==> config.mk <==
export PLATFORM = sky130hd
export DESIGN_NAME = arbitro_puerto_memoria_flat
export DESIGN_NICKNAME = d
export VERILOG_FILES = /design/src/rtl/arbitro_puerto_memoria_pkg.sv /design/src/rtl/arbitro_puerto_memoria_if.sv /design/src/rtl/arbitro_puerto_memoria_contador_latencia.sv /design/src/rtl/arbitro_puerto_memoria.sv /design/src/flat_wrapper.sv
export SDC_FILE = /design/constraint.sdc
export NUM_CORES = 1
export LEC_CHECK = 0
export CAP_MARGIN = 20
export CELL_PAD_IN_SITES_DETAIL_PLACEMENT = 1
export CELL_PAD_IN_SITES_GLOBAL_PLACEMENT = 1
export CORE_ASPECT_RATIO = 0.8
export CORE_MARGIN = 8
export CORE_UTILIZATION = 40
export CTS_CLUSTER_DIAMETER = 50
export CTS_CLUSTER_SIZE = 28
export DETAILED_ROUTE_END_ITERATION = 7
export GPL_ROUTABILITY_DRIVEN = 0
export PLACE_DENSITY = 0.73
export SYNTH_ARGS = -nofsm -noshare
export SYNTH_HDL_FRONTEND = slang
export SYNTH_SLANG_ARGS = --single-unit
==> constraint.sdc <==
create_clock -name Clk -period 4.15 [get_ports Clk]
set_clock_uncertainty 0.15 [all_clocks]
set_input_delay 0.415 -clock Clk [delete_from_list [all_inputs] [get_ports Clk]]
set_output_delay 0.415 -clock Clk [all_outputs]
set_load 0.02 [all_outputs]
==> src/rtl/arbitro_puerto_memoria_pkg.sv <==
// Shared definitions for the memory-port arbiter: state encodings,
// requester ids, arbitration modes and the grant-selection function.
package arbitro_puerto_memoria_pkg;

  // Arbiter FSM states, 2-bit encoding.
  typedef enum logic [1:0] {
    IDLE  = 2'd0,
    ISSUE = 2'd1,
    WAIT  = 2'd2,
    ACK   = 2'd3
  } estado_t;

  // Requester ids; the value doubles as the datapath mux select.
  typedef enum logic {
    REQ_A = 1'b0,
    REQ_B = 1'b1
  } req_id_t;

  // Arbitration modes.
  localparam int MODO_RR   = 0;  // round-robin
  localparam int MODO_FIJO = 1;  // fixed priority, A wins

  // Chooses the winner among the pending requests.
  // With both pending: fixed mode gives A, round-robin gives whoever
  // was not granted last.
  function automatic req_id_t elegir(input logic    req_a,
                                     input logic    req_b,
                                     input req_id_t ultimo,
                                     input logic    modo_fijo);
    req_id_t gana;
    // NOTE: the result gets a default before any branch, so every path
    // through the function assigns it and combinational users infer no latch.
    gana = REQ_A;
    if (req_a && req_b) begin
      if (modo_fijo)             gana = REQ_A;
      else if (ultimo == REQ_A)  gana = REQ_B;
      else                       gana = REQ_A;
    end else if (req_b) begin
      gana = REQ_B;
    end
    return gana;
  endfunction

endpackage

==> src/rtl/arbitro_puerto_memoria_if.sv <==
// Handshake and memory-control signals between the two requesters,
// the arbiter and the datapath muxes in front of the memory.
interface arbitro_puerto_memoria_if;

  logic Req_A;   // request from the pipeline data-memory stage
  logic We_A;    // write qualifier for A
  logic Req_B;   // request from the debug/UART unit
  logic We_B;    // write qualifier for B
  logic Sel;     // datapath mux select (0 = A, 1 = B)
  logic Mem_En;  // one-cycle memory access strobe
  logic Mem_We;  // write enable, meaningful only with Mem_En
  logic Ack_A;   // completion pulse to A
  logic Ack_B;   // completion pulse to B
  logic Busy;    // transaction in flight

  // Requester side: drives requests, observes grant and completion.
  modport master (
    output Req_A, We_A, Req_B, We_B,
    input  Sel, Mem_En, Mem_We, Ack_A, Ack_B, Busy
  );

  // Arbiter side.
  modport slave (
    input  Req_A, We_A, Req_B, We_B,
    output Sel, Mem_En, Mem_We, Ack_A, Ack_B, Busy
  );

endinterface

==> src/rtl/arbitro_puerto_memoria_contador_latencia.sv <==
// 4-bit loadable down-counter with enable and zero flag; times the
// memory latency between the access strobe and the acknowledge.
module contador_latencia (
  input  logic       clk,
  input  logic       rst_n,
  input  logic       carga,  // load valor this cycle
  input  logic       en,     // decrement this cycle
  input  logic [3:0] valor,
  output logic       cero    // count is zero
);

  logic [3:0] cuenta;

  // Load takes precedence over decrement; the count saturates at zero.
  always_ff @(posedge clk or negedge rst_n) begin
    // NOTE: sequential state is updated only with non-blocking (<=)
    // assignments so every register samples pre-edge values.
    if (!rst_n) begin
      cuenta <= 4'd0;
    end else if (carga) begin
      cuenta <= valor;
    end else if (en && (cuenta != 4'd0)) begin
      cuenta <= cuenta - 4'd1;
    end
  end

  assign cero = (cuenta == 4'd0);

endmodule

==> src/rtl/arbitro_puerto_memoria.sv <==
// Arbiter sharing one synchronous memory port between the pipeline
// data-memory stage (A) and the debug/UART unit (B). Drives the Sel of
// the datapath muxes and the memory strobe, sequences the fixed memory
// latency and returns a one-cycle acknowledge to the winner.
module arbitro_puerto_memoria
  import arbitro_puerto_memoria_pkg::*;
#(
  parameter int LAT  = 2,  // read latency Mem_En -> data valid, 1..15
  parameter int MODO = 0   // MODO_RR or MODO_FIJO
) (
  input  logic                      Clk,
  input  logic                      Reset_n,
  arbitro_puerto_memoria_if.slave   bus
);

  // Counter start value: the WAIT phase lasts LAT-1 cycles, and the
  // counter is examined once per WAIT cycle down to zero.
  localparam logic [3:0] CARGA_LAT = (LAT >= 2) ? 4'(LAT - 2) : 4'd0;
  localparam logic       ES_FIJO   = (MODO == MODO_FIJO);

  estado_t estado;
  req_id_t ganador;   // winner of the transaction in flight
  req_id_t ultimo;    // last requester acknowledged
  req_id_t elegido;   // combinational choice among pending requests
  logic    cero;

  logic sel_q, mem_en_q, mem_we_q, ack_a_q, ack_b_q, busy_q;

  assign elegido = elegir(bus.Req_A, bus.Req_B, ultimo, ES_FIJO);

  contador_latencia u_contador (
    .clk   (Clk),
    .rst_n (Reset_n),
    .carga (estado == ISSUE),
    .en    (estado == WAIT),
    .valor (CARGA_LAT),
    .cero  (cero)
  );

  // FSM with outputs registered together with the state, so they are
  // glitch-free and only one requester is ever strobed or acknowledged.
  always_ff @(posedge Clk or negedge Reset_n) begin
    if (!Reset_n) begin
      // NOTE: every register, the registered outputs included, has a
      // reset value so all outputs drop to 0 the moment Reset_n falls.
      estado   <= IDLE;
      ganador  <= REQ_A;
      ultimo   <= REQ_B;
      sel_q    <= 1'b0;
      mem_en_q <= 1'b0;
      mem_we_q <= 1'b0;
      ack_a_q  <= 1'b0;
      ack_b_q  <= 1'b0;
      busy_q   <= 1'b0;
    end else begin
      case (estado)
        IDLE: begin
          if (bus.Req_A || bus.Req_B) begin
            ganador  <= elegido;
            sel_q    <= (elegido == REQ_B);
            mem_en_q <= 1'b1;
            mem_we_q <= (elegido == REQ_B) ? bus.We_B : bus.We_A;
            busy_q   <= 1'b1;
            estado   <= ISSUE;
          end
        end

        ISSUE: begin
          mem_en_q <= 1'b0;
          mem_we_q <= 1'b0;
          if (LAT == 1) begin
            ack_a_q <= (ganador == REQ_A);
            ack_b_q <= (ganador == REQ_B);
            estado  <= ACK;
          end else begin
            estado  <= WAIT;
          end
        end

        WAIT: begin
          if (cero) begin
            ack_a_q <= (ganador == REQ_A);
            ack_b_q <= (ganador == REQ_B);
            estado  <= ACK;
          end
        end

        ACK: begin
          ack_a_q <= 1'b0;
          ack_b_q <= 1'b0;
          busy_q  <= 1'b0;
          ultimo  <= ganador;
          estado  <= IDLE;
        end

        default: estado <= IDLE;
      endcase
    end
  end

  assign bus.Sel    = sel_q;
  assign bus.Mem_En = mem_en_q;
  assign bus.Mem_We = mem_we_q;
  assign bus.Ack_A  = ack_a_q;
  assign bus.Ack_B  = ack_b_q;
  assign bus.Busy   = busy_q;

endmodule

==> src/flat_wrapper.sv <==
// flat-port wrapper written by rule: the top's interface ports become plain ports
module arbitro_puerto_memoria_flat import arbitro_puerto_memoria_pkg::*;
#(
  parameter int LAT  = 2,                                             
  parameter int MODO = 0                          
)
  (Clk, Reset_n, bus_Req_A, bus_We_A, bus_Req_B, bus_We_B, bus_Sel, bus_Mem_En, bus_Mem_We, bus_Ack_A, bus_Ack_B, bus_Busy);
  arbitro_puerto_memoria_if bus_i ();
  input  logic Clk;
  input  logic Reset_n;
  input wire logic [$bits(bus_i.Req_A)-1:0] bus_Req_A;
  input wire logic [$bits(bus_i.We_A)-1:0] bus_We_A;
  input wire logic [$bits(bus_i.Req_B)-1:0] bus_Req_B;
  input wire logic [$bits(bus_i.We_B)-1:0] bus_We_B;
  output wire logic [$bits(bus_i.Sel)-1:0] bus_Sel;
  output wire logic [$bits(bus_i.Mem_En)-1:0] bus_Mem_En;
  output wire logic [$bits(bus_i.Mem_We)-1:0] bus_Mem_We;
  output wire logic [$bits(bus_i.Ack_A)-1:0] bus_Ack_A;
  output wire logic [$bits(bus_i.Ack_B)-1:0] bus_Ack_B;
  output wire logic [$bits(bus_i.Busy)-1:0] bus_Busy;
  assign bus_i.Req_A = bus_Req_A;
  assign bus_i.We_A = bus_We_A;
  assign bus_i.Req_B = bus_Req_B;
  assign bus_i.We_B = bus_We_B;
  assign bus_Sel = bus_i.Sel;
  assign bus_Mem_En = bus_i.Mem_En;
  assign bus_Mem_We = bus_i.Mem_We;
  assign bus_Ack_A = bus_i.Ack_A;
  assign bus_Ack_B = bus_i.Ack_B;
  assign bus_Busy = bus_i.Busy;
  arbitro_puerto_memoria #(.LAT(LAT), .MODO(MODO)) u_core (.Clk(Clk), .Reset_n(Reset_n), .bus(bus_i));
endmodule
==> results.cfg, run 1 <==
[die]
boundaryPins = 12
chipHeight_um = 54.5
design.die.area_um2 = 3490
rows = 14
die-width_um = 64.1
initial_core_util = 0.411
core_area_um2 = 1800

[timing]
hold_viol = 0
worst-slew-pin-transition_ns = 0.596
worst_hold_slack_ns = 0.359
post-route-min-period_ns = 1.98
final-max-slew-violation-count = 0
fmax_ghz = 0.506
timing.final.setup_violations = 0
slew-limit-headroom = 0.602
grt_setup_unrepaired = false
totalNegativeSetupSlack_ns = 0
worst_slack_ns = 2.17
final_min_period_over_clock_period = 0.477

[logic_synthesis]
top_reg_cell_synth = dfrtp_1
number_of_enable_flip_flop_cells_after_synthesis = 0
ys_top_cells_by_count = dfrtp_1 (12), inv_1 (9), o21ai_0 (8)
synth.cell_area_um2 = 741
async_reset_ff_frac = 1.00
synth_cell_type_count = 29
synth.most_common_cell = dfrtp_1
avgSynthCellArea_um2 = 10.0
cells_taking_the_most_area_after_synthesis = dfrtp_1 (41%), ha_1 (12%), o21ai_0 (5.4%)
synthCells = 74
netlist.area_leader.share = 0.405
yosys_warnings = 0
synth_sequential_area_ratio = 0.441
synthDominantAreaCellType = dfrtp_1
synth_seq_cells = 13
postSynthNetCount = 87

[drt]
routed_wl_um = 1550
routed_via_density = 5.21
drt_iter0_markers = 16
detail-route-antenna-nets = 0
drt_drc_violations_left = 0
drt-pass1-iter-count = 4
via_count = 578
post_drt_wl_per_cell_um = 13.9

[critical_path]
r2r.worst_path.cells = 5
timing.critical_path.to_type = flop
worstReg2RegStart = u_core.estado[0]
worst-endpoint-arrival_ns = 2.04
crit_fanout = 10
critPathRequiredTime_ns = 4.21
critical_path.startpoint_type = flop
cp-startpoint = u_core.estado[0]
r2r_end = u_core.u_contador.cuenta[3]
path_class = reg2reg
reg2reg_slack_ns = 2.17

[final_layout]
antenna_cells_inserted = 0
top_regs = u_core.u_contador.cuenta: 4 flops, u_core.estado: 2 flops
areaGrowthSynthToFinish_pct = 21.1
design.final.nets = 101
flip_flop_count_of_the_largest_register_after_layout = 4
fraction_of_final_layout_cells_sized_beyond_drive_strength_1 = 0.0920
largest-register = u_core.u_contador.cuenta

[cts]
cts.clk_slew.worst_paths_ns = 0.07
cts_hold_bufs = 0
cts_tree = built
ctsLongestPathBuffers = 2
clock-sinks = 13
cts_post_setup_buffers_inserted = 0
clk-insertion-delay-late_ns = 0.28
ctsRootBufferMaster = clkbuf_4
post_cts.resized_instances = 0
cts-buffers-inserted = 3
h-tree-depth = 1

[grt]
grt_antenna_before_repair = 0
first_global_vias = 592
overflow = 0
grt_first_pass_wirelength_um = 2770
grt_max_degree = 14
grt_usage = 0.103

[power]
powerDensity_nw_per_um2 = 617
worst_ir_drop_vdd_mv = 0.333
total_leakage_power_nw = 0.392

[worst_hold_path]
worst_hold_path_type = in2async

[place]
io_buffers = 11
detailed_place_hpwl_um = 1230
place_ws_ns = 2.18

[status]
run_status = complete, no violations

[run]
cap_violations = 0
## cell usage in the layout, fill, tap and decap left out, types with 2 or more instances in the layout
cell / n
o21ai_0: 8
inv_1: 9
nor3b_1: 3
dfrtp_1: 12
or3_1: 2
mux2_2: 2
clkdlybuf4s50_1: 11
nand3_1: 3
a31oi_1: 2
ha_1: 7
nand2_1: 2
clkbuf_4: 3
a21oi_1: 5
## through the flow
stage	power, W	utilization	cells	instance area (um2)
floorplan	0.000383	-	74	741
CTS	0.000563	0.497	111	897
finish	0.000553	0.497	111	897
global placement	0.000474	0.483	107	871
global route	0.000604	0.497	111	897
detailed placement	0.000484	0.483	107	871
## power by group
part | leakage, nW | switching (W) | total [W] | internal [W]
Clock | 0.0150 | 0.0000401 | 0.0000774 | 0.0000373
Sequential | 0.165 | 0.0000353 | 0.000208 | 0.000172
Combinational | 0.212 | 0.000140 | 0.000268 | 0.000128
## critical path: stages (launching register included)
cell and delay (ns):
dfrtp_1 0.42, inv_1 0.12, ha_1 0.36, inv_1 0.17
or4_1 0.54, a21oi_1 0.15
## layer usage
metal  part of all wire  track usage
met1               0.51        0.124
met2               0.41        0.158
met4              0.012       0.0325
met5                  0            0
met3              0.066       0.0552
## cell type report
type	count	area [um2]
timing repair buffer	11	110
fill	208	907
clock buffer	4	26.3
inverter	9	33.8
sequential	13	327
tap	24	30.0
multi-input combinational	50	370
## cells by family after synthesis
| logic type | Yosys count | synth area share |
|---|---|---|
| mux | 3 | 0.0439 |
| fa+ha+maj | 7 | 0.118 |
| simple gates | 16 | 0.133 |
| compound gates | 24 | 0.204 |
| flops | 13 | 0.441 |
| buf+inv | 11 | 0.0591 |
## how the worst max path moves through the flow
stage | endpoint | slack [ns]
after floorplan | u_core.estado[1] | 2.34
after global placement | u_core.estado[1] | 2.20
after detailed placement | u_core.u_contador.cuenta[3] | 2.18
after CTS | u_core.u_contador.cuenta[3] | 2.15
after global routing | u_core.u_contador.cuenta[3] | 1.99
final | u_core.u_contador.cuenta[3] | 2.17
No activity file was read; power rests on OpenSTA's default activity.
==> run 2, diff against run 1 <==
CORE_UTILIZATION = 39   (was 40)
PLACE_DENSITY = 0.72   (was 0.73)
clock period = 2.01 ns   (was 4.15 ns; I/O delays follow)
==> results.cfg, run 2 (synthesis gave the netlist of run 1 again) <==
[critical_path]
crit_path_cell_trace = inv_1, ha_1, or3b_1, a21oi_2, mux2_2
worst-endpoint-arrival_ns = 1.86
worst_path_cell_with_the_longest_stage_delay = dfrtp_1
critPathRequiredTime_ns = 2.03
crit_buf_inv = 1
timing.critical_path.max_delay_family = flip-flops
path_class = reg2reg
critical_path.startpoint_type = flop
crit_fanout = 3
worst_path_largest_cell_delay_ns = 0.40
timing.critical_path.to_type = flop

[final_layout]
fin_area_um2 = 920
most_used_cells_in_the_layout_excluding_fill_and_tap_cells = dfrtp_1 (12), clkdlybuf4s50_1 (11), inv_1 (9), o21ai_0 (8), ha_1 (7)
largest-register = u_core.u_contador.cuenta
design.final.nets = 104
antenna_cells_inserted = 0
flip_flop_count_of_the_largest_register_after_layout = 4
fillCellCount = 210
top_regs = u_core.u_contador.cuenta: 4 flops, u_core.estado: 2 flops
mostFrequentLayoutCell = dfrtp_1
areaGrowthSynthToFinish_pct = 24.2
fraction_of_final_layout_cells_sized_beyond_drive_strength_1 = 0.122
register_area_um2 = 327
multi_input_area_um2 = 370

[cts]
ctsLongestPathBuffers = 2
ctsRootBufferMaster = clkbuf_4
cts_tree = built
cts_post_setup_buffers_inserted = 0
clock-sinks = 13
post_cts.resized_instances = 0
h-tree-depth = 1
cts.clk_slew.worst_paths_ns = 0.08
cts_hold_bufs = 0
clk-insertion-delay-late_ns = 0.28
cts-buffers-inserted = 3

[power]
switching_power_as_a_share_of_total_power = 0.397
worst_ir_drop_vdd_mv = 0.716
powerDensity_nw_per_um2 = 1300
total_leakage_power_nw = 0.408
p_int_w = 0.000720
power.clock.fraction = 0.138
sequentialPowerShare = 0.361
combPwrFrac = 0.501
switching_power_w = 0.000473

[drt]
drt_iter0_markers = 9
drt-pass1-iter-count = 4
via_count = 612
drt_drc_violations_left = 0
detail-route-antenna-nets = 0
post_drt_wl_per_cell_um = 15.4
routed_wl_um = 1760
routed_via_density = 5.37

[timing]
worst-slew-pin-transition_ns = 0.610
worst_hold_slack_ns = 0.149
post-route-min-period_ns = 1.84
totalNegativeSetupSlack_ns = 0
hold_viol = 0
final-max-slew-violation-count = 0
grt_setup_unrepaired = false
slew-limit-headroom = 0.592
final_min_period_over_clock_period = 0.915
timing.final.setup_violations = 0
fmax_ghz = 0.544

[die]
chipHeight_um = 55.0
core_area_um2 = 1840
boundaryPins = 12
initial_core_util = 0.403
die-width_um = 64.7
rows = 14
design.die.area_um2 = 3560

[worst_hold_path]
worst_hold_path_type = in2async

[grt]
grt_max_degree = 14
grt_usage = 0.114
grt_antenna_before_repair = 0
overflow = 0
first_global_vias = 634
grt_first_pass_wirelength_um = 3040

[place]
io_buffers = 11
detailed_place_hpwl_um = 1350
placement.cell_area_um2 = 893

[status]
run_status = complete, no violations

[run]
cap_violations = 0
[run 2: cell count changes in the layout (fill, tap and decap cells not counted)]
cell | previous run | this run
buf_4 | 0 | 3
[run 2: power by group through the flow]
stage / sequential (W) / combinational [W] / clock (W)
final: 0.000430 / 0.000598 / 0.000165
after global routing: 0.000446 / 0.000670 / 0.000183
after CTS: 0.000432 / 0.000609 / 0.000175
after detailed placement: 0.000437 / 0.000601 / 0
after global placement: 0.000431 / 0.000584 / 0
after floorplan: 0.000480 / 0.000310 / 0
[run 2: layout make-up]
cell class,count,area share
clock buffers,4,0.0286
inverters,9,0.0367
well taps,24,0.0327
multi-input cells,50,0.403
flip-flops and latches,13,0.355
repair buffers,14,0.144
[run 2: metrics by stage]
step           setup slack, ns  utilization  instances  total power [W]
2_1_floorplan            0.196            -         74         0.000790
3_5_place_dp             0.172        0.486        110          0.00104
6_report                 0.171        0.500        114          0.00119
3_3_place_gp             0.252        0.486        110          0.00102
5_1_grt                 0.0642        0.500        114          0.00130
4_1_cts                  0.160        0.500        114          0.00122
[run 2: layer usage]
metal,global-route usage,part of all wire,vias up
met1,0.136,0.49,304
met5,0,0,-
met3,0.0563,0.056,2
met4,0.0433,0.0074,0
met2,0.176,0.45,9
li1,-,-,297
[run 2: path summary, 6_finish.rpt]
check,startpoint,end,depth (start not counted),slack [ns]
setup / recovery,u_core.u_contador.cuenta[0],u_core.estado[1],5,0.17
hold / removal,Reset_n,u_core.estado[1],1,0.15
setup reg to reg,u_core.u_contador.cuenta[0],u_core.estado[1],5,0.17
hold reg to reg,u_core.bus.Mem_En,u_core.bus.Mem_En,2,0.41
max in group asynchronous,Reset_n,u_core.bus.Busy,1,1.17
min in group Clk,u_core.bus.Mem_En,u_core.bus.Mem_En,2,0.41
